--- src/rtl/cordic_vector_iter.sv ---
// Iterative CORDIC vectoring engine. It performs one micro-rotation per clock and drives y toward zero
// in circular, linear or hyperbolic mode, with a valid/ready handshake on each side and one op in flight.
module cordic_vector_iter #(
    parameter int WIDTH      = 32,
    parameter int FRAC       = 16,
    parameter int ITERATIONS = 16,
    parameter int GUARD      = 2
) (
    input  logic             clock,
    input  logic             reset,
    input  logic             in_valid,
    output logic             in_ready,
    input  logic [1:0]       mode,
    input  logic [WIDTH-1:0] x,
    input  logic [WIDTH-1:0] y,
    input  logic [WIDTH-1:0] angle,
    output logic             out_valid,
    input  logic             out_ready,
    output logic [WIDTH-1:0] rotated_x,
    output logic [WIDTH-1:0] rotated_y,
    output logic [WIDTH-1:0] final_angle,
    output logic             err
);
    localparam int DW = WIDTH + GUARD;
    localparam int SW = (ITERATIONS > 1) ? $clog2(ITERATIONS) : 1;
    localparam logic [SW-1:0] LAST_STEP = SW'(ITERATIONS - 1);
    localparam real ONE_R = 2.0 ** real'(FRAC);
    localparam logic signed [DW-1:0] PI_Q = DW'(longint'(3.141592653589793 * ONE_R));
    localparam logic signed [DW-1:0] SAT_MAX = {{(GUARD + 1){1'b0}}, {(WIDTH - 1){1'b1}}};
    localparam logic signed [DW-1:0] SAT_MIN = {{(GUARD + 1){1'b1}}, {(WIDTH - 1){1'b0}}};

    typedef enum logic [1:0] {M_CIRC = 2'b00, M_LIN = 2'b01, M_HYP = 2'b10, M_ILLEGAL = 2'b11} mode_t;
    typedef enum logic [1:0] {S_IDLE, S_ITER, S_DONE} state_t;

    // Hyperbolic shift for a given step: 1,2,3,4,4,5,...,13,13,14,... (4, 13, 40 repeat once).
    function automatic int hyp_shift(input int step);
        int s   = 1;
        int rep = 4;
        bit repeated = 1'b0;
        for (int i = 0; i < step; i++) begin
            if (s == rep && !repeated) begin
                repeated = 1'b1;
            end else begin
                if (s == rep) begin
                    rep      = 3 * rep + 1;
                    repeated = 1'b0;
                end
                s++;
            end
        end
        return s;
    endfunction

    function automatic logic [WIDTH-1:0] sat(input logic signed [DW-1:0] v);
        if (v > SAT_MAX) return SAT_MAX[WIDTH-1:0];
        if (v < SAT_MIN) return SAT_MIN[WIDTH-1:0];
        return v[WIDTH-1:0];
    endfunction

    logic signed [DW-1:0] circ_dz [ITERATIONS];
    logic signed [DW-1:0] lin_dz  [ITERATIONS];
    logic signed [DW-1:0] hyp_dz  [ITERATIONS];
    logic [7:0]           hyp_sh  [ITERATIONS];

    for (genvar i = 0; i < ITERATIONS; i++) begin : g_tab
        localparam int  HS     = hyp_shift(i);
        localparam real HV     = 1.0 / (2.0 ** real'(HS));
        localparam real CIRC_R = $atan(1.0 / (2.0 ** real'(i))) * ONE_R;
        localparam real HYP_R  = 0.5 * $ln((1.0 + HV) / (1.0 - HV)) * ONE_R;
        assign circ_dz[i] = DW'(longint'(CIRC_R));
        assign lin_dz[i]  = DW'(longint'(1) << (FRAC - i));
        assign hyp_dz[i]  = DW'(longint'(HYP_R));
        assign hyp_sh[i]  = 8'(HS);
    end

    state_t               state_q;
    mode_t                mode_q;
    logic [SW-1:0]        step_q;
    logic signed [DW-1:0] x_q, y_q, z_q;
    logic [WIDTH-1:0]     rx_q, ry_q, fa_q;
    logic                 in_ready_q, out_valid_q, err_q;

    logic signed [DW-1:0] x_in, y_in, a_in, x0_d, y0_d, z0_d;
    logic signed [DW-1:0] x_sh, y_sh, x_d, y_d, z_d;
    logic [7:0]           shift;
    logic                 same_sign;

    always_comb begin
        // NOTE: every always_comb output gets a default first so no path can infer a latch.
        x_in = {{GUARD{x[WIDTH-1]}}, x};
        y_in = {{GUARD{y[WIDTH-1]}}, y};
        a_in = {{GUARD{angle[WIDTH-1]}}, angle};
        x0_d = x_in;
        y0_d = y_in;
        z0_d = a_in;
        // Circular mode folds the left half-plane onto the right by rotating through pi.
        if (mode == M_CIRC && x_in[DW-1]) begin
            x0_d = -x_in;
            y0_d = -y_in;
            z0_d = y_in[DW-1] ? a_in - PI_Q : a_in + PI_Q;
        end
    end

    always_comb begin
        shift     = (mode_q == M_HYP) ? hyp_sh[step_q] : 8'(step_q);
        x_sh      = x_q >>> shift;
        y_sh      = y_q >>> shift;
        same_sign = (x_q[DW-1] == y_q[DW-1]);
        x_d       = x_q;
        y_d       = same_sign ? y_q - x_sh : y_q + x_sh;
        z_d       = z_q;
        unique case (mode_q)
            M_CIRC: begin
                x_d = same_sign ? x_q + y_sh : x_q - y_sh;
                z_d = same_sign ? z_q + circ_dz[step_q] : z_q - circ_dz[step_q];
            end
            M_LIN: begin
                z_d = same_sign ? z_q + lin_dz[step_q] : z_q - lin_dz[step_q];
            end
            M_HYP: begin
                x_d = same_sign ? x_q - y_sh : x_q + y_sh;
                z_d = same_sign ? z_q + hyp_dz[step_q] : z_q - hyp_dz[step_q];
            end
            default: ;
        endcase
    end

    always_ff @(posedge clock) begin
        // NOTE: sequential state is written with non-blocking assignments only.
        if (reset) begin
            state_q     <= S_IDLE;
            mode_q      <= M_CIRC;
            step_q      <= '0;
            x_q         <= '0;
            y_q         <= '0;
            z_q         <= '0;
            rx_q        <= '0;
            ry_q        <= '0;
            fa_q        <= '0;
            in_ready_q  <= 1'b1;
            out_valid_q <= 1'b0;
            err_q       <= 1'b0;
        end else begin
            unique case (state_q)
                S_IDLE: begin
                    if (in_valid && in_ready_q) begin
                        mode_q     <= mode_t'(mode);
                        x_q        <= x0_d;
                        y_q        <= y0_d;
                        z_q        <= z0_d;
                        err_q      <= 1'b0;
                        in_ready_q <= 1'b0;
                        state_q    <= S_ITER;
                        // An illegal op spends a single cycle in ITER before reporting.
                        step_q     <= (mode == M_ILLEGAL) ? LAST_STEP : '0;
                    end
                end
                S_ITER: begin
                    x_q    <= x_d;
                    y_q    <= y_d;
                    z_q    <= z_d;
                    step_q <= step_q + 1'b1;
                    if (step_q == LAST_STEP) begin
                        state_q     <= S_DONE;
                        out_valid_q <= 1'b1;
                        if (mode_q == M_ILLEGAL) begin
                            rx_q  <= sat(x_q);
                            ry_q  <= sat(y_q);
                            fa_q  <= sat(z_q);
                            err_q <= 1'b1;
                        end else begin
                            rx_q <= sat(x_d);
                            ry_q <= sat(y_d);
                            fa_q <= sat(z_d);
                        end
                    end
                end
                S_DONE: begin
                    if (out_ready) begin
                        out_valid_q <= 1'b0;
                        in_ready_q  <= 1'b1;
                        state_q     <= S_IDLE;
                    end
                end
                default: state_q <= S_IDLE;
            endcase
        end
    end

    assign in_ready    = in_ready_q;
    assign out_valid   = out_valid_q;
    assign err         = err_q;
    assign rotated_x   = rx_q;
    assign rotated_y   = ry_q;
    assign final_angle = fa_q;
endmodule

--- config.mk ---
export PLATFORM = sky130hd
export DESIGN_NAME = cordic_vector_iter
export DESIGN_NICKNAME = d
export VERILOG_FILES = /design/src/rtl/cordic_vector_iter.sv
export SDC_FILE = /design/constraint.sdc
export NUM_CORES = 1
export LEC_CHECK = 0
export ABC_AREA = 1
export BUFFER_PORTS_ARGS = -buffer_cell sky130_fd_sc_hd__buf_4
export CORE_MARGIN = 1
export CORE_UTILIZATION = 55
export DETAILED_ROUTE_END_ITERATION = 8
export GPL_ROUTABILITY_DRIVEN = 1
export MAX_ROUTING_LAYER = met4
export PLACE_DENSITY = 0.74
export SLEW_MARGIN = 25
export SYNTH_ARGS = -nofsm -noshare
export SYNTH_HDL_FRONTEND = slang
export SYNTH_SLANG_ARGS = --single-unit
--- constraint.sdc ---
create_clock -name clock -period 8.6 [get_ports clock]
set_input_delay 0.43 -clock clock [delete_from_list [all_inputs] [get_ports clock]]
set_output_delay 0.43 -clock clock [all_outputs]
set_load 0.005 [all_outputs]
==> flow_metrics.tcl <==
set metrics [dict create \
    grt_pass1_wl_um 178000 \
    cts_root_buf "clkbuf_16" \
    gp_congestion 1.08 \
    placed_cell_area_um2 29600 \
    cts_made_buffers 24 \
    fin_area_um2 30400 \
    tritoncts "done" \
    setup_viol 0 \
    num_rows 82 \
    clk_pin_slew_ns 0.06 \
    pin_count 201 \
    die_y_um 227 \
    hold_viol 0 \
    drc 0 \
    ctsResizeCount 0 \
    tightestPinTransition_ns 1.22 \
    synth_area_um2 27900 \
    pre_cts_ws_ns 1.72 \
    report.final.slew_viol_count 0 \
    dieArea_um2 51700 \
    cp-end-kind "flip-flop" \
    htree_levels 1 \
    setup_tns_ns 0 \
    cp_common_cell "nand2_1" \
    grt_util_all_layers_pct 45.9 \
    dr_total_vias 34647 \
    fmax_mhz 138 \
    min_period_ns 7.24 \
    power_frac_comb_pct 74.8 \
    portBuffers 200 \
    fin_crit_sh_pct 84.1 \
    r2r_slack_ns 1.36 \
    fillCellCount 5141 \
    start_util_pct 55.7 \
    crit_type "flip-flop to flip-flop" \
    grt_pass1_vias 30556 \
    rsz0062_at_grt "false" \
    synth_warnings 0 \
    worstPathMaxFanout 79 \
    worstPathArrival_ns 7.73 \
    hold_path.class "primary input to flip-flop" \
    wl_per_cell_um 21.0 \
    drt_iter0_drc 3927 \
    cp_slowest_stage_delay_ns 0.70 \
    vias_per_cell 6.11 \
    yosysSeqAreaShare_pct 15.0 \
    grt_antenna_before_repair 9 \
    status "finished, final reports clean" \
    layout_setup_ws_ns 1.36 \
    die-width_um 227 \
    vdd_drop_max_mv 0.261 \
    cts_buffer_depth 3 \
    post_cts_buffers 0 \
    power.leakage_uw 0.0148 \
    synth_cell_type_count 68 \
    dp_hpwl_um 92000 \
    worst_clock_skew_ns 0.0473 \
    power.clock.fraction_pct 11.4 \
    routed_wl_um 119000 \
    whs_ns 0.195 \
    syn-num-nets 5248 \
    globalRouteOverflowTotal 0 \
    ctsHoldBuffers 0 \
    synth_ff_type "dfxtp_1" \
    firstDrtPassIters 8 \
    worst_setup_path_start_kind "flip-flop" \
    fin_total_pwr_uw 9520 \
    syn_to_final_growth_pct 8.94 \
    synth_edf_count 0 \
    core_um2 50200 \
    ys_ff_latch 209 \
    postRouteAntennaNets 0 \
    drive_gt1_share_pct 7.78 \
    grt_start_max_net_pins 85 \
    relSlewSlack_pct 17.9 \
    p_int_uw 3780 \
    avgSynthCellArea_um2 5.64 \
    clk_latency_ns 0.58 \
    slowest_stage "ha_1" \
    async_flop_share_pct 0 \
    max-cap-violations 0 \
    powerDensity_nw_per_um2 313 \
    required_ns 9.09 \
    nNetsFinal 5270 \
    share_seq_of_total_power_pct 13.8 \
    cts_sinks 209 \
    synthCells 4948 \
    switching_share_pct 60.2 \
    power.switching_uw 5730 \
]
==> flip-flops by register name (all words and copies together) (netlist names) <==
register and count:
final_angle 32, rotated_x 32, err 1, rotated_y 32, z_q 34, out_valid 1, step_q 4, in_ready 1
mode_q 2, x_q 34, y_q 34, state_q 2
==> placed cells by master (no fill, tap or decap), types with 9 or more instances in the layout <==
master,n
buf_4,240
a211oi_1,13
o21ai_0,515
nor3_1,67
a31oi_1,90
diode_2,9
a21oi_1,471
nand4_1,63
or2_2,32
nand2_2,27
xor2_1,82
a21o_1,15
clkinv_2,10
o221ai_1,10
o211ai_1,41
inv_2,11
nand3_1,381
a21boi_0,16
nand2_1,1259
nand3b_1,12
nor2_1,404
xnor2_1,28
clkbuf_16,24
o21bai_1,29
ha_1,193
inv_1,570
dfxtp_1,208
nor4_1,22
o21a_1,20
==> stage by stage <==
stage / util [%] / cells
after floorplan: - / 4948
after global placement: 59.0 / 5616
after detailed placement: 59.0 / 5616
after CTS: 60.6 / 5660
after global routing: 60.6 / 5669
final: 60.6 / 5669
==> path summary, 6_finish.rpt <==
kind | end | from | depth (start not counted)
setup reg to reg | rotated_y[10] | mode_q[0] | 31
hold reg to reg | out_valid | out_valid | 2
setup / recovery | rotated_y[10] | mode_q[0] | 31
hold / removal | y_q[15] | y[15] | 3
==> per-layer routing <==
layer,track usage (%),share of wire (%),vias up
met3,12.7,12,342
met1,57.4,40,15739
met5,-,0,-
li1,-,-,16601
met4,24.4,5.9,0
met2,66.7,42,1965
==> power groups by stage <==
stage / Combinational (uW) / Sequential, uW / Clock [uW]
after CTS: 6800 / 1280 / 1080
final: 7120 / 1310 / 1090
after floorplan: 4930 / 1180 / 0
after detailed placement: 6760 / 1310 / 0
after global routing: 7770 / 1310 / 1120
after global placement: 6760 / 1310 / 0
==> cells in the mapped netlist, types with 5 or more instances <==
cell	number	share of area (%)
buf_2	19	0.34
nand2_1	1259	17
a32o_1	5	0.18
nand4_1	63	1.4
a21oi_1	472	8.5
o211ai_1	41	1.1
o2111a_1	5	0.20
buf_4	15	0.40
nor3_1	68	1.2
o21ai_1	8	0.14
nand2_2	27	0.60
buf_1	27	0.36
o21bai_1	29	0.78
xor2_1	82	2.6
nor2_2	5	0.11
o21a_1	20	0.54
nor2_1	408	5.5
o21ai_0	516	9.2
fa_1	5	0.36
ha_1	193	8.6
a211oi_1	13	0.35
a21boi_0	16	0.43
a31oi_1	90	2.0
clkbuf_1	177	2.4
o31ai_1	7	0.19
o22ai_1	8	0.18
nor4_1	22	0.49
inv_1	572	7.7
a21o_1	15	0.40
dfxtp_1	209	15
buf_6	7	0.28
nand3b_1	12	0.32
or2_2	32	0.72
a22oi_1	7	0.19
clkinv_1	7	0.094
a2bb2oi_1	5	0.16
inv_2	8	0.11
nand3_1	381	6.8
xnor2_1	28	0.88
a221oi_1	8	0.25
o221ai_1	10	0.31
==> worst max-delay path: cells and delay by family (launching register included) <==
kind	cells	cell delay [ns]
adder cells (fa/ha/maj)	2	1.11
flip-flops	1	0.33
AO/OA/AOI/OAI	4	1.08
AND/OR/NAND/NOR	21	4.07
buffers and inverters	4	0.55
==> layout make-up <==
class,instances,area (um2),area share (%)
multi-input combinational,3905,20500,67.5
sequential,209,4190,13.8
inverter,589,2220,7.30
timing repair buffer,241,1820,5.99
tap,672,841,2.76
clock buffer,30,643,2.11
clock inverter,14,159,0.522
antenna,9,22.5,0.0740
==> logic make-up after synthesis <==
group | synth area share, %
XOR/XNOR | 3.45
AND/OR/NAND/NOR | 35.0
buffers and inverters | 11.7
adder cells (fa/ha/maj) | 9.00
flip-flops | 15.0
AO/OA/AOI/OAI | 25.8
multiplexers | 0.0762
Power figures use the tool's default switching activity.
